$ cat config.mk
export PLATFORM = sky130hd
export DESIGN_NAME = ex_stage
export DESIGN_NICKNAME = d
export VERILOG_FILES = /design/src/rtl/ex_stage.sv
export SDC_FILE = /design/constraint.sdc
export NUM_CORES = 1
export LEC_CHECK = 0
export ABC_AREA = 0
export CAP_MARGIN = 30
export CORE_MARGIN = 4
export CORE_UTILIZATION = 55
export CTS_CLUSTER_DIAMETER = 100
export DETAILED_ROUTE_END_ITERATION = 8
export PLACE_DENSITY = 0.84
export SYNTH_ARGS = -nofsm -noshare
export SYNTH_HDL_FRONTEND = slang
export SYNTH_SLANG_ARGS = --single-unit
$ cat constraint.sdc
create_clock -name clk -period 12.74 [get_ports clk]
set_input_delay 2.548 -clock clk [delete_from_list [all_inputs] [get_ports clk]]
set_output_delay 2.548 -clock clk [all_outputs]
set_load 0.05 [all_outputs]
$ cat src/rtl/ex_stage.sv
// RV32I execute stage: ID/EX register, operand forwarding, ALU, branch/jump
// resolution and the EX/MEM register feeding the data-memory stage.
module ex_stage #(
    parameter int XLEN = 32,
    parameter int REGW = 5
) (
    input  logic            clk,
    input  logic            rst_n,
    input  logic            StallE,
    input  logic            FlushE,
    input  logic            RegWriteD,
    input  logic [1:0]      ResultSrcD,
    input  logic            MemWriteD,
    input  logic            JumpD,
    input  logic            BranchD,
    input  logic            ALUSrcD,
    input  logic [2:0]      ALUControlD,
    input  logic [XLEN-1:0] RD1D,
    input  logic [XLEN-1:0] RD2D,
    input  logic [XLEN-1:0] PCD,
    input  logic [XLEN-1:0] PCPlus4D,
    input  logic [XLEN-1:0] ImmExtD,
    input  logic [REGW-1:0] Rs1D,
    input  logic [REGW-1:0] Rs2D,
    input  logic [REGW-1:0] RdD,
    input  logic [1:0]      ForwardAE,
    input  logic [1:0]      ForwardBE,
    input  logic [XLEN-1:0] ResultW,
    output logic [REGW-1:0] Rs1E,
    output logic [REGW-1:0] Rs2E,
    output logic [REGW-1:0] RdE,
    output logic            ResultSrcE0,
    output logic            PCSrcE,
    output logic [XLEN-1:0] PCTargetE,
    output logic            RegWriteM,
    output logic            MemWriteM,
    output logic [1:0]      ResultSrcM,
    output logic [XLEN-1:0] ALUResultM,
    output logic [XLEN-1:0] WriteDataM,
    output logic [XLEN-1:0] PCPlus4M,
    output logic [REGW-1:0] RdM
);

    typedef struct packed {
        logic            reg_write;
        logic [1:0]      result_src;
        logic            mem_write;
        logic            jump;
        logic            branch;
        logic            alu_src;
        logic [2:0]      alu_control;
        logic [XLEN-1:0] rd1;
        logic [XLEN-1:0] rd2;
        logic [XLEN-1:0] pc;
        logic [XLEN-1:0] pc_plus4;
        logic [XLEN-1:0] imm_ext;
        logic [REGW-1:0] rs1;
        logic [REGW-1:0] rs2;
        logic [REGW-1:0] rd;
    } idex_t;

    typedef struct packed {
        logic            reg_write;
        logic [1:0]      result_src;
        logic            mem_write;
        logic [XLEN-1:0] alu_result;
        logic [XLEN-1:0] write_data;
        logic [REGW-1:0] rd;
        logic [XLEN-1:0] pc_plus4;
    } exmem_t;

    idex_t  idex_q, idex_d;
    exmem_t exmem_q, exmem_d;

    logic [XLEN-1:0] src_a_e;
    logic [XLEN-1:0] write_data_e;
    logic [XLEN-1:0] src_b_e;
    logic [XLEN-1:0] alu_result_e;
    logic            zero_e;

    // Flush beats stall so a squashed instruction can never be held in EX.
    always_comb begin
        idex_d = idex_q;
        if (FlushE) begin
            idex_d = '0;
        end else if (!StallE) begin
            idex_d.reg_write   = RegWriteD;
            idex_d.result_src  = ResultSrcD;
            idex_d.mem_write   = MemWriteD;
            idex_d.jump        = JumpD;
            idex_d.branch      = BranchD;
            idex_d.alu_src     = ALUSrcD;
            idex_d.alu_control = ALUControlD;
            idex_d.rd1         = RD1D;
            idex_d.rd2         = RD2D;
            idex_d.pc          = PCD;
            idex_d.pc_plus4    = PCPlus4D;
            idex_d.imm_ext     = ImmExtD;
            idex_d.rs1         = Rs1D;
            idex_d.rs2         = Rs2D;
            idex_d.rd          = RdD;
        end
    end

    always_comb begin
        case (ForwardAE)
            2'b01:   src_a_e = ResultW;
            2'b10:   src_a_e = exmem_q.alu_result;
            default: src_a_e = idex_q.rd1;
        endcase
        case (ForwardBE)
            2'b01:   write_data_e = ResultW;
            2'b10:   write_data_e = exmem_q.alu_result;
            default: write_data_e = idex_q.rd2;
        endcase
        src_b_e = idex_q.alu_src ? idex_q.imm_ext : write_data_e;
    end

    always_comb begin
        case (idex_q.alu_control)
            3'b000:  alu_result_e = src_a_e + src_b_e;
            3'b001:  alu_result_e = src_a_e - src_b_e;
            3'b010:  alu_result_e = src_a_e & src_b_e;
            3'b011:  alu_result_e = src_a_e | src_b_e;
            3'b101:  alu_result_e = {{(XLEN-1){1'b0}}, $signed(src_a_e) < $signed(src_b_e)};
            default: alu_result_e = '0;
        endcase
        zero_e = (alu_result_e == '0);
    end

    // While EX is held, MEM receives a bubble so the held instruction issues once.
    always_comb begin
        exmem_d = '0;
        if (!StallE) begin
            exmem_d.reg_write  = idex_q.reg_write;
            exmem_d.result_src = idex_q.result_src;
            exmem_d.mem_write  = idex_q.mem_write;
            exmem_d.alu_result = alu_result_e;
            exmem_d.write_data = write_data_e;
            exmem_d.rd         = idex_q.rd;
            exmem_d.pc_plus4   = idex_q.pc_plus4;
        end
    end

    always_ff @(posedge clk or negedge rst_n) begin
        if (!rst_n) begin
            idex_q  <= '0;
            exmem_q <= '0;
        end else begin
            idex_q  <= idex_d;
            exmem_q <= exmem_d;
        end
    end

    assign Rs1E        = idex_q.rs1;
    assign Rs2E        = idex_q.rs2;
    assign RdE         = idex_q.rd;
    assign ResultSrcE0 = idex_q.result_src[0];
    assign PCTargetE   = idex_q.pc + idex_q.imm_ext;
    assign PCSrcE      = (idex_q.branch & zero_e) | idex_q.jump;

    assign RegWriteM  = exmem_q.reg_write;
    assign MemWriteM  = exmem_q.mem_write;
    assign ResultSrcM = exmem_q.result_src;
    assign ALUResultM = exmem_q.alu_result;
    assign WriteDataM = exmem_q.write_data;
    assign PCPlus4M   = exmem_q.pc_plus4;
    assign RdM        = exmem_q.rd;

endmodule

==> out/metrics.yaml <==
status: "completed"
fin_util_pct: 70.8
crit_type: "in -> out"
slew_headroom_pct: 27.7
min_period_ns: 11.74
syn_area_per_cell_um2: 8.86
row_count: 67
drcViolationCount: 0
drv_slew: 0
hold_buffers: 0
grt_overflow: 0
hpwl_um: 51400
antenna_found_initial: 3
coreArea_mm2: 0.0335
async_flop_share_pct: 100
combPwrFrac_pct: 32.5
whs_path_depth: 1
cts_made_buffers: 34
cts_setup_buffers: 0
required_ns: 10.19
clock_skew_ns: 0.0218
finalSetupViolCount: 0
synth_cell_type_count: 85
end_kind: "primary output"
tightest_slew_ns: 1.08
timing.final.crit_share_pct: 92.1
cts.repair.resized: 0
hp-class: "reg -> reg"
syn_area_mm2: 0.0187
grt_first_pass_wirelength_um: 102000
drive_above_1_share_pct: 4.24
rsz0062_at_grt: "false"
hold_viol_final: 0
crit_path_start_kind: "input pin"
nNetsFinal: 2762
clk_latency_ns: 0.53
place.gp.congestion: 1.03
clock_path_buffers: 3
power.leakage_nw: 10.8
post_drt_wl_per_cell_um: 23.8
grt_max_degree: 176
routed_wl_um: 68500
root_buffer: "clkbuf_16"
vias_per_cell: 6.05
area_growth_pct: 26.7
cts.sinks: 290
seqPwrFrac_pct: 34.4
num_vias: 17400
internal_power_mw: 1.91
fp.dieH_um: 193
critPathArrivalTime_ns: 9.19
whs_ns: 0.497
final_common_cell: "clkdlybuf4s50_1"
cap_violations: 0
cts_tree: "done"
start_util_pct: 55.9
grt_pass1_vias: 17500
drtIter0Drc: 1756
r2r-end: "ALUResultM[31]"
hold_path_end: "PCPlus4M[4]"
fillers: 2536
setup_tns_ns: 0
die_w_um: 193
io_pins: 379
grtUsageTotal_pct: 36.0
place.port_buffers: 378
syn_nets: 2474
reg2reg_slack_ns: 7.76
cp_max_fo: 19
netlist_instances: 2115
power_density_mw_per_mm2: 126
ys_warn_count: 0
pwr-share-clk_pct: 33.1
firstDrtPassIters: 7
ir_worst_vdd_v: 0.000137
seq_area_frac_synth_pct: 38.7
synth-seq-cells: 290
hp-start: "idex_q[51]"
final_cell_mix: "clkdlybuf4s50_1, nor2_1, dfrtp_1"
synthFlopType: "dfrtp_1"
timing.fmax_ghz: 0.0852
p_sw_mw: 1.08
r2r-start: "idex_q[178]"
synth_edf_count: 0
r2r_cells: 14
htreeDepth: 2
p_sw_share_pct: 36.1
dieArea_mm2: 0.0371
postRouteAntennaNets: 0
clk_pin_slew_ns: 0.06
[per-layer routing]
metal,vias up,track usage [%],part of all wire (%)
met3,167,11.1,10
met5,-,0,0.060
li1,7960,-,-
met2,854,56.4,46
met1,8437,47.6,40
met4,6,12.0,3.7
[power groups by stage]
stage | clock [mW] | combinational (mW) | sequential, mW
finish | 0.991 | 0.971 | 1.03
global route | 1.04 | 1.03 | 1.03
CTS | 1.00 | 0.955 | 1.03
detailed placement | 0 | 0.947 | 1.04
global placement | 0 | 0.939 | 1.04
floorplan | 0 | 0.533 | 1.11
[cell usage after synthesis (all sizes together), types with 7 or more instances]
| library cell | n | share of area (%) |
|---|---|---|
| a31oi | 13 | 0.43 |
| nand4 | 10 | 0.33 |
| buf | 38 | 1.3 |
| clkbuf | 108 | 2.2 |
| a211oi | 32 | 1.3 |
| nor2b | 69 | 2.3 |
| nand2 | 124 | 2.5 |
| a22oi | 65 | 2.6 |
| nor2 | 370 | 7.4 |
| a2111oi | 10 | 0.47 |
| or3 | 9 | 0.30 |
| o31ai | 7 | 0.28 |
| o211ai | 13 | 0.55 |
| inv | 114 | 2.3 |
| ha | 131 | 8.7 |
| a21oi | 128 | 3.4 |
| xnor2 | 36 | 1.7 |
| o21a | 10 | 0.40 |
| dfrtp | 290 | 39 |
| nor4 | 13 | 0.55 |
| mux2i | 190 | 10 |
| o21ai | 133 | 3.6 |
| or2 | 8 | 0.27 |
| nand2b | 7 | 0.25 |
| nand3 | 19 | 0.51 |
| a21o | 26 | 1.0 |
| nor3 | 23 | 0.70 |
| o21bai | 14 | 0.56 |
| a221oi | 7 | 0.39 |
[sequential cells by signal (all words and copies together), names as in the netlist]
name / cells
ResultSrcE0: 1
Rs2E: 5
RdE: 5
Rs1E: 5
idex_q: 169
PCPlus4M: 32
WriteDataM: 32
RegWriteM: 1
ResultSrcM: 2
MemWriteM: 1
RdM: 5
ALUResultM: 32
[how the worst max path moves through the flow]
stage | startpoint | to | slack (ns) | cells past startpoint
floorplan | ForwardBE[0] | PCSrcE | 3.28 | 20
global placement | ForwardBE[0] | PCSrcE | 1.23 | 19
detailed placement | ForwardBE[1] | PCSrcE | 1.11 | 20
CTS | ForwardBE[1] | PCSrcE | 1.08 | 20
global route | ForwardBE[1] | PCSrcE | 0.64 | 20
finish | ForwardBE[0] | PCSrcE | 1.00 | 19
[worst max-delay path, stage by stage]
cell	delay, ns
clkdlybuf4s50_1	0.49
ha_1	0.68
a22oi_1	0.18
nor2_1	0.16
a21oi_1	0.07
o21ai_0	0.60
ha_1	0.38
or2_1	0.29
a2111oi_0	0.52
a21bo_2	0.34
a32oi_2	0.20
nor4b_1	0.21
or3_1	0.39
a32oi_1	0.26
nand4_1	0.22
nor4_1	0.29
and4_1	0.29
a41o_1	0.20
clkdlybuf4s50_1	0.83
[stage by stage]
step | instances | setup slack (ns) | area [um^2] | power (mW)
floorplan | 2115 | 3.28 | 18700 | 1.64
global placement | 2815 | 1.23 | 22600 | 1.98
detailed placement | 2815 | 1.11 | 22600 | 1.99
CTS | 2875 | 1.08 | 23700 | 2.98
global route | 2875 | 0.635 | 23700 | 3.10
finish | 2878 | 1.00 | 23700 | 2.99
[cell families after synthesis]
family / Yosys count / share of synthesized area (%)
xor gates and xnor gates: 42 / 1.96
AOI/OAI and AO/OA: 518 / 17.9
muxes: 193 / 10.4
adders and majority gates: 134 / 9.07
and+or+nand+nor: 678 / 16.2
DFF: 290 / 38.7
buffers and inverters: 260 / 5.75
[cell type report]
type,count,area (um^2),share of cell area [%]
clock buffers,50,992,4.18
clock inverters,10,131,0.553
well taps,448,561,2.36
repair buffers,398,3960,16.7
diodes,3,7.51,0.0316
multi-input cells,1565,10400,43.8
flip-flops and latches,290,7260,30.6
inverters,114,428,1.80
Note: power is estimated with default switching activity, not from simulation.
